[src/rtl/conv_pkg.sv]
// conv_pkg: definitions shared by the conv SRAM arbiter and the host-side
// register decode. It holds the ICB bus widths, the master-id encoding that
// is stored in the arbiter's ID FIFO, and the conv register map.
package conv_pkg;

   localparam int unsigned ICB_AW = 32;
   localparam int unsigned ICB_DW = 32;

   // Master ids; the 1-bit value is what the ID FIFO stores.
   typedef enum logic {
      MST_CONV = 1'b0,
      MST_HOST = 1'b1
   } mst_id_e;

   // Host-visible conv register map (byte addresses).
   localparam logic [ICB_AW-1:0] CONV_CTRL_ADDR     = 32'h0000_0000;
   localparam logic [ICB_AW-1:0] CONV_STATUS_ADDR   = 32'h0000_0004;
   localparam logic [ICB_AW-1:0] CONV_IFM_BASE_ADDR = 32'h0000_0008;
   localparam logic [ICB_AW-1:0] CONV_OFM_BASE_ADDR = 32'h0000_000C;
   localparam logic [ICB_AW-1:0] CONV_WGT_BASE_ADDR = 32'h0000_0010;
   localparam logic [ICB_AW-1:0] CONV_DIM_ADDR      = 32'h0000_0014;

endpackage

[src/rtl/conv_arb_idfifo.sv]
// conv_arb_idfifo: synchronous FIFO of 1-bit master ids, one entry per
// outstanding command.
//   clk, rst_n : clock, synchronous active-low reset (empties the FIFO)
//   push, din  : write an id (ignored while full)
//   pop        : drop the head entry (ignored while empty)
//   full/empty : occupancy flags
//   dout       : id at the head of the FIFO
module conv_arb_idfifo #(
   parameter int unsigned DEPTH = 4
) (
   input  logic clk,
   input  logic rst_n,
   input  logic push,
   input  logic din,
   input  logic pop,
   output logic full,
   output logic empty,
   output logic dout
);

   localparam int unsigned PW = (DEPTH > 1) ? $clog2(DEPTH) : 1;
   localparam int unsigned CW = PW + 1;

   logic [DEPTH-1:0] mem_q;
   logic [PW-1:0]    wr_ptr;
   logic [PW-1:0]    rd_ptr;
   logic [CW-1:0]    cnt;
   logic             do_push;
   logic             do_pop;

   assign full    = (cnt == CW'(DEPTH));
   assign empty   = (cnt == '0);
   assign do_push = push & ~full;
   assign do_pop  = pop & ~empty;
   assign dout    = mem_q[rd_ptr];

   // DEPTH is a power of two, so the pointers wrap on their own.
   always_ff @(posedge clk) begin
      if (!rst_n) begin
         wr_ptr <= '0;
         rd_ptr <= '0;
         cnt    <= '0;
      end else begin
         if (do_push) wr_ptr <= wr_ptr + PW'(1);
         if (do_pop)  rd_ptr <= rd_ptr + PW'(1);
         cnt <= cnt + CW'(do_push) - CW'(do_pop);
      end
   end

   always_ff @(posedge clk) begin
      if (do_push) mem_q[wr_ptr] <= din;
   end

endmodule

[src/rtl/conv_mem_arb.sv]
// conv_mem_arb: two-master, one-slave ICB arbiter in front of the conv SRAM.
//   conv_icb_* : master 0 (conv core) command/response
//   host_icb_* : master 1 (host data path) command/response
//   mem_icb_*  : shared SRAM slave port
//   arb_err    : sticky, set when a response arrives with nothing outstanding
// Commands are arbitrated round-robin with the grant held while the slave
// stalls; an ID FIFO routes the in-order responses back to their owner.
module conv_mem_arb
   import conv_pkg::*;
#(
   parameter int unsigned AW         = ICB_AW,
   parameter int unsigned DW         = ICB_DW,
   parameter int unsigned OUTS_DEPTH = 4
) (
   input  logic            clk,
   input  logic            rst_n,
   input  logic            conv_icb_cmd_valid,
   output logic            conv_icb_cmd_ready,
   input  logic [AW-1:0]   conv_icb_cmd_addr,
   input  logic            conv_icb_cmd_read,
   input  logic [DW-1:0]   conv_icb_cmd_wdata,
   input  logic [DW/8-1:0] conv_icb_cmd_wmask,
   output logic            conv_icb_rsp_valid,
   input  logic            conv_icb_rsp_ready,
   output logic [DW-1:0]   conv_icb_rsp_rdata,
   input  logic            host_icb_cmd_valid,
   output logic            host_icb_cmd_ready,
   input  logic [AW-1:0]   host_icb_cmd_addr,
   input  logic            host_icb_cmd_read,
   input  logic [DW-1:0]   host_icb_cmd_wdata,
   input  logic [DW/8-1:0] host_icb_cmd_wmask,
   output logic            host_icb_rsp_valid,
   input  logic            host_icb_rsp_ready,
   output logic [DW-1:0]   host_icb_rsp_rdata,
   output logic            mem_icb_cmd_valid,
   input  logic            mem_icb_cmd_ready,
   output logic [AW-1:0]   mem_icb_cmd_addr,
   output logic            mem_icb_cmd_read,
   output logic [DW-1:0]   mem_icb_cmd_wdata,
   output logic [DW/8-1:0] mem_icb_cmd_wmask,
   input  logic            mem_icb_rsp_valid,
   output logic            mem_icb_rsp_ready,
   input  logic [DW-1:0]   mem_icb_rsp_rdata,
   output logic            arb_err
);

   mst_id_e gnt_id;
   mst_id_e last_gnt;
   mst_id_e lock_id;
   mst_id_e head_id;
   logic    gnt_vld;
   logic    gnt_src_vld;
   logic    lock;
   logic    cmd_hs;
   logic    rsp_hs;
   logic    fifo_full;
   logic    fifo_empty;
   logic    fifo_dout;

   // Grant selection
   always_comb begin
      gnt_vld = 1'b1;
      gnt_id  = MST_CONV;
      if (lock)
         gnt_id = lock_id;
      else if (conv_icb_cmd_valid && host_icb_cmd_valid)
         gnt_id = (last_gnt == MST_CONV) ? MST_HOST : MST_CONV;
      else if (conv_icb_cmd_valid)
         gnt_id = MST_CONV;
      else if (host_icb_cmd_valid)
         gnt_id = MST_HOST;
      else
         gnt_vld = 1'b0;
   end

   // Command mux; with no grant the fields follow the conv master.
   always_comb begin
      mem_icb_cmd_addr  = conv_icb_cmd_addr;
      mem_icb_cmd_read  = conv_icb_cmd_read;
      mem_icb_cmd_wdata = conv_icb_cmd_wdata;
      mem_icb_cmd_wmask = conv_icb_cmd_wmask;
      gnt_src_vld       = conv_icb_cmd_valid;
      if (gnt_id == MST_HOST) begin
         mem_icb_cmd_addr  = host_icb_cmd_addr;
         mem_icb_cmd_read  = host_icb_cmd_read;
         mem_icb_cmd_wdata = host_icb_cmd_wdata;
         mem_icb_cmd_wmask = host_icb_cmd_wmask;
         gnt_src_vld       = host_icb_cmd_valid;
      end
      mem_icb_cmd_valid  = gnt_vld & gnt_src_vld & ~fifo_full;
      conv_icb_cmd_ready = gnt_vld & mem_icb_cmd_ready & ~fifo_full & (gnt_id == MST_CONV);
      host_icb_cmd_ready = gnt_vld & mem_icb_cmd_ready & ~fifo_full & (gnt_id == MST_HOST);
   end

   assign cmd_hs = mem_icb_cmd_valid & mem_icb_cmd_ready;

   // Response routing by the id at the FIFO head; with nothing outstanding
   // the response is accepted and dropped.
   always_comb begin
      head_id            = mst_id_e'(fifo_dout);
      conv_icb_rsp_rdata = mem_icb_rsp_rdata;
      host_icb_rsp_rdata = mem_icb_rsp_rdata;
      conv_icb_rsp_valid = mem_icb_rsp_valid & ~fifo_empty & (head_id == MST_CONV);
      host_icb_rsp_valid = mem_icb_rsp_valid & ~fifo_empty & (head_id == MST_HOST);
      if (fifo_empty)
         mem_icb_rsp_ready = 1'b1;
      else if (head_id == MST_HOST)
         mem_icb_rsp_ready = host_icb_rsp_ready;
      else
         mem_icb_rsp_ready = conv_icb_rsp_ready;
   end

   assign rsp_hs = mem_icb_rsp_valid & mem_icb_rsp_ready & ~fifo_empty;

   // Lock holds the grant (and so the muxed addr/data) across slave stalls.
   always_ff @(posedge clk) begin
      if (!rst_n) begin
         lock     <= 1'b0;
         lock_id  <= MST_CONV;
         last_gnt <= MST_HOST;
         arb_err  <= 1'b0;
      end else begin
         if (cmd_hs) begin
            lock     <= 1'b0;
            last_gnt <= gnt_id;
         end else if (mem_icb_cmd_valid) begin
            lock    <= 1'b1;
            lock_id <= gnt_id;
         end
         if (mem_icb_rsp_valid && fifo_empty)
            arb_err <= 1'b1;
      end
   end

   conv_arb_idfifo #(
      .DEPTH (OUTS_DEPTH)
   ) u_idfifo (
      .clk   (clk),
      .rst_n (rst_n),
      .push  (cmd_hs),
      .din   (gnt_id),
      .pop   (rsp_hs),
      .full  (fifo_full),
      .empty (fifo_empty),
      .dout  (fifo_dout)
   );

endmodule

[config.mk]
export PLATFORM = sky130hd
export DESIGN_NAME = conv_mem_arb
export DESIGN_NICKNAME = d
export VERILOG_FILES = /design/src/rtl/conv_pkg.sv /design/src/rtl/conv_arb_idfifo.sv /design/src/rtl/conv_mem_arb.sv
export SDC_FILE = /design/constraint.sdc
export NUM_CORES = 1
export LEC_CHECK = 0
export BUFFER_PORTS_ARGS = -buffer_cell sky130_fd_sc_hd__buf_2
export CAP_MARGIN = 20
export CORE_AREA = 2 2 124 126
export CTS_BUF_LIST = sky130_fd_sc_hd__clkbuf_8
export CTS_CLUSTER_DIAMETER = 120
export DETAILED_ROUTE_END_ITERATION = 8
export DIE_AREA = 0 0 126 128
export PLACE_DENSITY = 0.53
export SETUP_SLACK_MARGIN = 0.5
export SKIP_LAST_GASP = 1
export SLEW_MARGIN = 15
export SYNTH_ARGS = -nofsm -noshare
export SYNTH_HDL_FRONTEND = slang
export SYNTH_HIERARCHICAL = 1
export SYNTH_SLANG_ARGS = --single-unit
export TNS_END_PERCENT = 100
[constraint.sdc]
create_clock -name clk -period 3.1 [get_ports clk]
set_input_delay 0 -clock clk [delete_from_list [all_inputs] [get_ports clk]]
set_output_delay 0 -clock clk [all_outputs]
set_load 0.03 [all_outputs]
==> metrics.md, run 1 <==
| Metric | Value |
|---|---|
| Number of port buffers | 221 |
| Setup CP Type | flip-flop to flip-flop |
| Post-synthesis cell type count | 34 |
| Reg clk slew, reported paths | 0.06 ns |
| Setup total negative slack | 0 ns |
| Post-route antenna net violation count | 0 |
| Final period util | 0.8584 |
| DRT Pass-1 Iters | 4 |
| Non-Filler Instances | 576 |
| CTS Root Cell | clkbuf_8 |
| Syn nets | 412 |
| HP Start | mem_icb_rsp_rdata[19] |
| CP Max Fanout | 2 |
| Ant. Diodes | 0 |
| Top post-synthesis cells by count | 64 x buf_4, 55 x mux2_2, 14 x mux2_1 |
| CP Data Arrival Time | 2.80 ns |
| Drt initial violations | 85 |
| Die Ht | 128 um |
| Core Box Area | 14860 um2 |
| Sequential-to-total area share from yosys stat | 0.1541 |
| Area Overhead vs Synth | 42.89% |
| Initial antenna violation count | 0 |
| EDFF count, synth | 4 |
| CP Cell Sequence | mux4_2 -> mux2i_1 -> nor2_1 -> nor2b_4 -> ha_4 -> inv_2 -> ha_4 -> inv_2 -> fa_2 -> xnor2_2 -> xnor2_1 -> and2_1 |
| GR Layer Usage met2 | 0.1711 |
| Final GP Congestion | 0.8468 |
| DP HPWL | 7251 um |
| Critical Path Start Type | flip-flop |
| RSZ-0062 raised after global routing | true |
| WP data required | 3.24 ns |
| Total wire length | 8209 um |
| Area share of the largest cell type after synthesis | 0.2805 |
| Die width | 126 um |
| Max Slew Vio Count | 0 |
| DIE AREA | 16130 um2 |
| Total CTS buffers | 3 |
| Pwr dens | 480.8 nW/um2 |
| CTS HTree Levels | 1 |
| Worst Hold Depth | 0 |
| Leakage | 1.583 nW |
| Vias in the first global route | 2020 |
| Clock sink total | 15 |
| First-pass GRT wire length | 11520 um |
| GRT met1 Usage | 0.1085 |
| Total GRT Usage | 0.09208 |
| Async S/R FF share, synth | 0 |
| Hold/Removal Path Class | input port to output port |
| Cell Area, Synth | 2208 um2 |
| Largest net degree at the start of global routing | 62 |
| Syn avg cell area | 9.728 um2 |
| R2R Setup Slk | 0.44 ns |
| MaxCap Viol Count | 0 |
| Gr ovfl total | 0 |
| YS warnings | 6 |
| # setup viols final | 0 |
| Critical Path Sink Type | flip-flop |
| FMAX | 375.8 MHz |
| IO Count | 318 |
| Final Hold Vio Count | 0 |
| FP Rows | 45 |
| Normalized max-slew margin | 0.6702 |
| VDD IR max | 185.5 uV |
| Worst path slowest cell | mux4_2 |
| Clock Path Buffers | 2 |
| FF+latch count, synth | 15 |
| Hold Crit Endpoint | host_icb_rsp_rdata[19] |
| Slowest stage delay, CP | 0.49 ns |
| Met3 Usage GRT | 0.02212 |
| R2r startpoint | u_idfifo/mem_q[3]$_DFFE_PP_ |
| Initial Util | 0.1486 |
| Dominant cells by area after synthesis | mux2_2 28%, buf_4 22%, dfxtp_1 10%, mux2_1 7.1%, edfxtp_1 5.4% |
| Layout Nets | 574 |
| Syn Inst Count | 227 |
| Vias per cell | 3.700 |
| Reg2Reg Depth | 12 |
| Fin crit period | 2.661 ns |
| Reg2reg end | u_idfifo/cnt[2]$_SDFF_PN0_ |
| Clk_skew | 0.001915 ns |
| Outcome | finished, final reports clean |
| Worst slew pin tran | 0.4822 ns |
| Top_reg_cell synth | dfxtp_1 |
| Post-route DRC | 0 |
| Vias | 2131 |
| GRT busiest layer | met2 |
| Worst-skew pair later-pin latency | 0.24 ns |
| TritonCTS clock tree | yes |
| Post-synth top area cell | mux2_2 |
| Wire per inst | 14.25 um |
| Share of cells above drive strength 1 | 0.7887 |
| Post-Place Cells | 566 |
| Most frequent cell after synthesis | buf_4 |
[repair_timing]
item                                    4_1_cts  5_1_grt
buffers inserted                              5        1
endpoints found under the setup margin        1        2
gates resized for setup                       1        9
hold buffers                                  0        0
gates cloned                                  0        0
pin swaps                                     1        6
[sequential cells by signal, indices dropped and copies added, names as in the netlist]
signal           flops
u_idfifo/cnt         3
arb_err              1
lock_id              1
u_idfifo/mem_q       4
last_gnt             1
u_idfifo/wr_ptr      2
lock                 1
u_idfifo/rd_ptr      2
[stage by stage]
| stage | setup slack, ns | power [mW] | utilization | area [um2] | hold WS, ns |
|---|---|---|---|---|---|
| after floorplan | 0.4833 | 1.163 | - | 2215 | 0.06194 |
| after global placement | 0.3737 | 1.301 | 0.2029 | 3017 | 0.0002988 |
| after detailed placement | 0.3599 | 1.300 | 0.2029 | 3017 | 0.0002988 |
| after CTS | 0.4067 | 1.497 | 0.2091 | 3108 | 0.0002988 |
| after global routing | 0.3550 | 1.619 | 0.2123 | 3156 | 0.00008475 |
| final | 0.4389 | 1.517 | 0.2123 | 3156 | 0.00002268 |
[cells in the final DEF (no fill, tap or decap), types with 2 or more instances in the layout]
| master | instances |
|---|---|
| and2_1 | 6 |
| inv_1 | 5 |
| clkbuf_8 | 3 |
| mux2i_1 | 5 |
| inv_2 | 3 |
| mux2_2 | 55 |
| dfxtp_1 | 9 |
| nand2b_1 | 2 |
| dfxtp_2 | 2 |
| nor2b_2 | 2 |
| nand2_1 | 9 |
| o21ai_0 | 3 |
| edfxtp_1 | 4 |
| mux2_1 | 14 |
| nor2b_1 | 2 |
| nor2_1 | 8 |
| buf_4 | 8 |
| ha_4 | 2 |
| or3_1 | 2 |
| buf_2 | 221 |
| ha_1 | 4 |
[how the worst max path moves through the flow]
stage,to,startpoint,slack (ns),cells after the start
after floorplan,u_idfifo/cnt[2]$_SDFF_PN0_,u_idfifo/rd_ptr[0]$_SDFFE_PN0P_,0.48,12
after global placement,u_idfifo/cnt[2]$_SDFF_PN0_,u_idfifo/rd_ptr[0]$_SDFFE_PN0P_,0.37,12
after detailed placement,u_idfifo/cnt[2]$_SDFF_PN0_,u_idfifo/rd_ptr[0]$_SDFFE_PN0P_,0.36,12
after CTS,u_idfifo/cnt[2]$_SDFF_PN0_,u_idfifo/mem_q[3]$_DFFE_PP_,0.41,12
after global routing,u_idfifo/cnt[2]$_SDFF_PN0_,u_idfifo/rd_ptr[0]$_SDFFE_PN0P_,0.36,12
final,u_idfifo/cnt[2]$_SDFF_PN0_,u_idfifo/mem_q[3]$_DFFE_PP_,0.44,12
[routing by layer]
metal  up-vias  wire [um]
met1       939       3187
met4         0         82
met3         4        674
li1       1035          -
met5         -          0
met2       153       4265
[cell type report]
cell class                      instances  area (um2)
Clock inverter                          1       5.005
Fill cell                            1666       11710
Tap cell                              188       235.2
Multi-Input combinational cell        131        1315
Sequential cell                        15       342.8
Timing Repair Buffer                  230        1186
Clock buffer                            3       41.29
Inverter                                8       30.03
[logic make-up (layout without fill, tap and decap cells)]
group,Yosys count,in the layout,share of synthesized area
XOR/XNOR,2,2,0.007933
adder cells (fa/ha/maj),7,7,0.04306
AND/OR/NAND/NOR,37,37,0.09234
AO/OA/AOI/OAI,10,10,0.04419
multiplexers,75,75,0.3847
flip-flops,15,15,0.1541
buffers and inverters,81,242,0.2737
[critical path: cells and delay by family, from the launching register on]
kind / cells / cell delay [ns]
fa+ha+maj: 3 / 0.69
mux: 2 / 0.64
simple gates: 3 / 0.50
flops: 1 / 0.35
xor+xnor: 2 / 0.27
buf+inv: 2 / 0.10
[power breakdown]
part	total [mW]	switching, mW	internal, mW
Clock	0.157	0.0680	0.0889
Sequential	0.297	0.0521	0.245
Combinational	1.06	0.621	0.443
Total	1.52	0.741	0.776
Power figures use the tool's default switching activity.
==> run 2: changes to the inputs <==
- CORE_AREA: 2 2 124 126 -> 2 2 125 127
- DIE_AREA: 0 0 126 128 -> 0 0 127 129
- PLACE_DENSITY: 0.53 -> 0.52
- SYNTH_HIERARCHICAL: 1 -> default
==> run 2 against run 1 <==
Effect of this change: first-iteration DRC count is 49% lower; sequential share of layout area rose by 0.26 points; worst hold slack barely moved; clock power about the same; via count decreased by 2.0%; largest cell class unchanged; area after synthesis is 3.7% lower; die area up 1.6%; register-to-register slack better by 0.19 ns; critical path depth shrank 2; final cell count fell by 1.2%; clock skew grew 0.0042 ns; non-clock buffer count down 4.
==> metrics.md, run 2 <==
| Metric | Value |
|---|---|
| Outcome | finished, final reports clean (unchanged) |
| Setup total negative slack | 0 ns (unchanged) |
| Share of cells above drive strength 1 | 0.8084 (was 0.7887) |
| WL met2 | 4069 um (was 4265 um) |
| Top flop regs | u_idfifo.mem_q: 4 flops, u_idfifo.cnt: 3 flops (was u_idfifo/mem_q: 4 flops, u_idfifo/cnt: 3 flops) |
| Hold/Removal Path Class | input port to output port (unchanged) |
| Cell Area, Synth | 2126 um2 (was 2208 um2) |
| CP Cell Sequence | mux4_2 -> mux2i_4 -> ha_1 -> inv_1 -> ha_1 -> inv_1 -> fa_2 -> xor2_1 -> xnor2_1 -> nor2_1 (was mux4_2 -> mux2i_1 -> nor2_1 -> nor2b_4 -> ha_4 -> inv_2 -> ha_4 -> inv_2 -> fa_2 -> xnor2_2 -> xnor2_1 -> and2_1) |
| FP Rows | 45 (unchanged) |
| Critical Path Start Type | flip-flop (unchanged) |
| MaxCap Viol Count | 0 (unchanged) |
| Initial Util | 0.1419 (was 0.1486) |
| Total GRT Usage | 0.09352 (was 0.09208) |
| Clk_skew | 0.006087 ns (was 0.001915 ns) |
| Hold Worst Slack | 0.00007879 ns (was 0.00002268 ns) |
| CTS HTree Levels | 1 (unchanged) |
| Vias | 2089 (was 2131) |
| Worst path bufs/invs | 2 (unchanged) |
| Footprint of the multi-input gates | 1255 um2 (was 1315 um2) |
| Simple-gate portion of the synthesized area | 0.06886 (was 0.09235) |
| Async S/R FF share, synth | 0 (unchanged) |
| Largest net degree at the start of global routing | 46 (was 62) |
| Worst slew pin tran | 0.7280 ns (was 0.4822 ns) |
| FMAX | 405.0 MHz (was 375.8 MHz) |
| Final setup margin | 0.6308 ns (was 0.4389 ns) |
| CP Data Arrival Time | 2.60 ns (was 2.80 ns) |
| Clock Path Buffers | 2 (unchanged) |
| Max FFs per register | 4 (unchanged) |
| Syn nets | 408 (was 412) |
| FF+latch count, synth | 15 (unchanged) |
| RSZ-0062 raised after global routing | false (was true) |
| Worst path slowest cell | mux4_2 (unchanged) |
| Die width | 127 um (was 126 um) |
| Post-synthesis cell type count | 31 (was 34) |
| Area Overhead vs Synth | 44.38% (was 42.89%) |
| Worst-skew pair later-pin latency | 0.24 ns (about the same) |
| Pre-CTS WS | 0.5258 ns (was 0.3599 ns) |
| WP data required | 3.23 ns (was 3.24 ns) |
| Gr ovfl total | 0 (unchanged) |
| FF+latch area | 341.6 um2 (was 342.8 um2) |
| Wire per inst | 14.96 um (was 14.25 um) |
| Syn Inst Count | 223 (was 227) |
| Top post-synthesis cells by count | 69 x mux2_2, 64 x buf_4, 12 x nor2_1 (was 64 x buf_4, 55 x mux2_2, 14 x mux2_1) |
| DRT Pass-1 Iters | 4 (unchanged) |
| Drt initial violations | 43 (was 85) |
| # setup viols final | 0 (unchanged) |
| Max Slew Vio Count | 0 (unchanged) |
| Commonest non-fill, non-tap cell in the layout | buf_2 (unchanged) |
| Placed Area | 2975 um2 (was 3017 um2) |
| Vias in the first global route | 2009 (was 2020) |
| VDD IR max | 168.8 uV (was 185.5 uV) |
| Clock sink total | 15 (unchanged) |
| Leakage | 1.571 nW (was 1.583 nW) |
| Synth Area in XOR/XNOR | 0.01236 (was 0.007932) |
| Most frequent cells in the layout | 221 x buf_2, 69 x mux2_2, 12 x nor2_1, 10 x inv_1, 10 x dfxtp_1 (was 221 x buf_2, 55 x mux2_2, 14 x mux2_1, 9 x nand2_1, 9 x dfxtp_1) |
| Met3 WL | 1185 um (was 674 um) |
| Routed met1 length | 3225 um (was 3187 um) |
| CP delay by family, top | multiplexers (was adder cells) |
| Total wire length | 8511 um (was 8209 um) |
| Synth Area in Compound Gates | 0.04944 (was 0.04419) |
| Vias per cell | 3.671 (was 3.700) |
| Top Metal Used | met4 (unchanged) |
| Final GP Congestion | 0.7739 (was 0.8468) |
| Sequential-to-total area share from yosys stat | 0.1601 (was 0.1541) |
| Post-synth top area cell | mux2_2 (unchanged) |
| Area share of the largest cell type after synthesis | 0.3655 (was 0.2805) |
| First-pass GRT wire length | 11550 um (was 11520 um) |
| Post-route DRC | 0 (unchanged) |
| Non-Filler Instances | 569 (was 576) |
| Most frequent cell after synthesis | mux2_2 (was buf_4) |
| Slowest stage delay, CP | 0.55 ns (was 0.49 ns) |
| Adder-cell area share of the yosys netlist | 0.04473 (was 0.04306) |
| Critical Path Sink Type | flip-flop (unchanged) |
| Number of port buffers | 221 (unchanged) |
| Post-route antenna net violation count | 0 (unchanged) |
| Design Area, Final | 3069 um2 (was 3156 um2) |
| YS warnings | 0 (was 6) |
| Ant. Diodes | 0 (unchanged) |
| Reg clk slew, reported paths | 0.06 ns (about the same) |
| DP HPWL | 7501 um (was 7251 um) |
| Layout Nets | 567 (was 574) |
| Total chip power | 1.541 mW (was 1.517 mW) |
| Syn avg cell area | 9.533 um2 (was 9.728 um2) |
| Post-Place Cells | 561 (was 566) |
| Setup CP Type | flip-flop to flip-flop (unchanged) |
| Final period util | 0.7965 (was 0.8584) |
| Multiplexer share of the synthesized area | 0.4044 (was 0.3847) |
| CTS Root Cell | clkbuf_8 (unchanged) |
| Fill count | 1697 (was 1666) |
| Final Hold Vio Count | 0 (unchanged) |
| CP Max Fanout | 4 (was 2) |
| Initial antenna violation count | 0 (unchanged) |
| Largest reg by FF count | u_idfifo.mem_q (was u_idfifo/mem_q) |
| Die Ht | 129 um (was 128 um) |
| IO Count | 318 (unchanged) |
| Core Box Area | 14980 um2 (was 14860 um2) |
| DIE AREA | 16380 um2 (was 16130 um2) |
| Largest family of logic cells by synthesized area | multiplexers (unchanged) |
| Pwr dens | 502.2 nW/um2 (was 480.8 nW/um2) |
| Fin crit period | 2.469 ns (was 2.661 ns) |
| Top_reg_cell synth | dfxtp_1 (unchanged) |
| EDFF count, synth | 4 (unchanged) |
| Normalized max-slew margin | 0.5136 (was 0.6702) |
| R2R Setup Slk | 0.63 ns (was 0.44 ns) |
| Total CTS buffers | 3 (unchanged) |
| Dominant cells by area after synthesis | mux2_2 37%, buf_4 23%, dfxtp_1 10%, edfxtp_1 5.7%, ha_1 3.5% (was mux2_2 28%, buf_4 22%, dfxtp_1 10%, mux2_1 7.1%, edfxtp_1 5.4%) |
| TritonCTS clock tree | yes (unchanged) |
| Finished Core Util | 0.2049 (was 0.2123) |
==> run 2: path summary, 6_finish.rpt <==
kind	from	end	depth (start not counted)
worst max-delay path	u_idfifo.mem_q[3]$_DFFE_PP_	u_idfifo.cnt[2]$_SDFF_PN0_	10
worst max register to register	u_idfifo.mem_q[3]$_DFFE_PP_	u_idfifo.cnt[2]$_SDFF_PN0_	10
worst min-delay path	mem_icb_rsp_rdata[5]	host_icb_rsp_rdata[5]	0
worst min register to register	arb_err$_SDFFE_PN0P_	arb_err$_SDFFE_PN0P_	2
==> run 2: area by class of cell <==
cell class,count,share of cell area
multi-input cells,127,0.4089
repair buffers,226,0.3775
flip-flops and latches,15,0.1113
well taps,188,0.07664
clock buffers,3,0.01345
inverters,9,0.01101
clock inverters,1,0.001223
==> run 2: timing repair <==
item,in CTS,in global routing
hold buffers,1,0
hold endpoints to repair,1,0
resized for setup,0,4
endpoints found under the setup margin,0,1
buffers inserted,0,3
==> run 2: cell families (layout without fill, tap and decap cells) <==
family,count (synthesis),after routing
AO/OA/AOI/OAI,11,11
XOR/XNOR,3,3
adder cells (fa/ha/maj),7,7
buffers and inverters,81,239
flip-flops,15,15
multiplexers,76,76
AND/OR/NAND/NOR,30,30
==> run 2: worst register-to-register path, cell delays in order, from the launching register on <==
cell and delay, ns:
edfxtp_1 0.36, mux4_2 0.55, mux2i_4 0.22, ha_1 0.30, inv_1 0.06, ha_1 0.13
inv_1 0.05, fa_2 0.33, xor2_1 0.15, xnor2_1 0.16, nor2_1 0.05
==> run 2: metal layers <==
metal,global-route usage,vias to the layer above
met4,0.01551,0
met1,0.1101,893
met3,0.05364,2
met2,0.1512,176
met5,0,-
li1,-,1018
==> run 2: power breakdown <==
part | switching, mW | total [mW] | internal, mW
sequential | 0.0431 | 0.289 | 0.245
combinational | 0.653 | 1.10 | 0.446
clock | 0.0662 | 0.154 | 0.0875
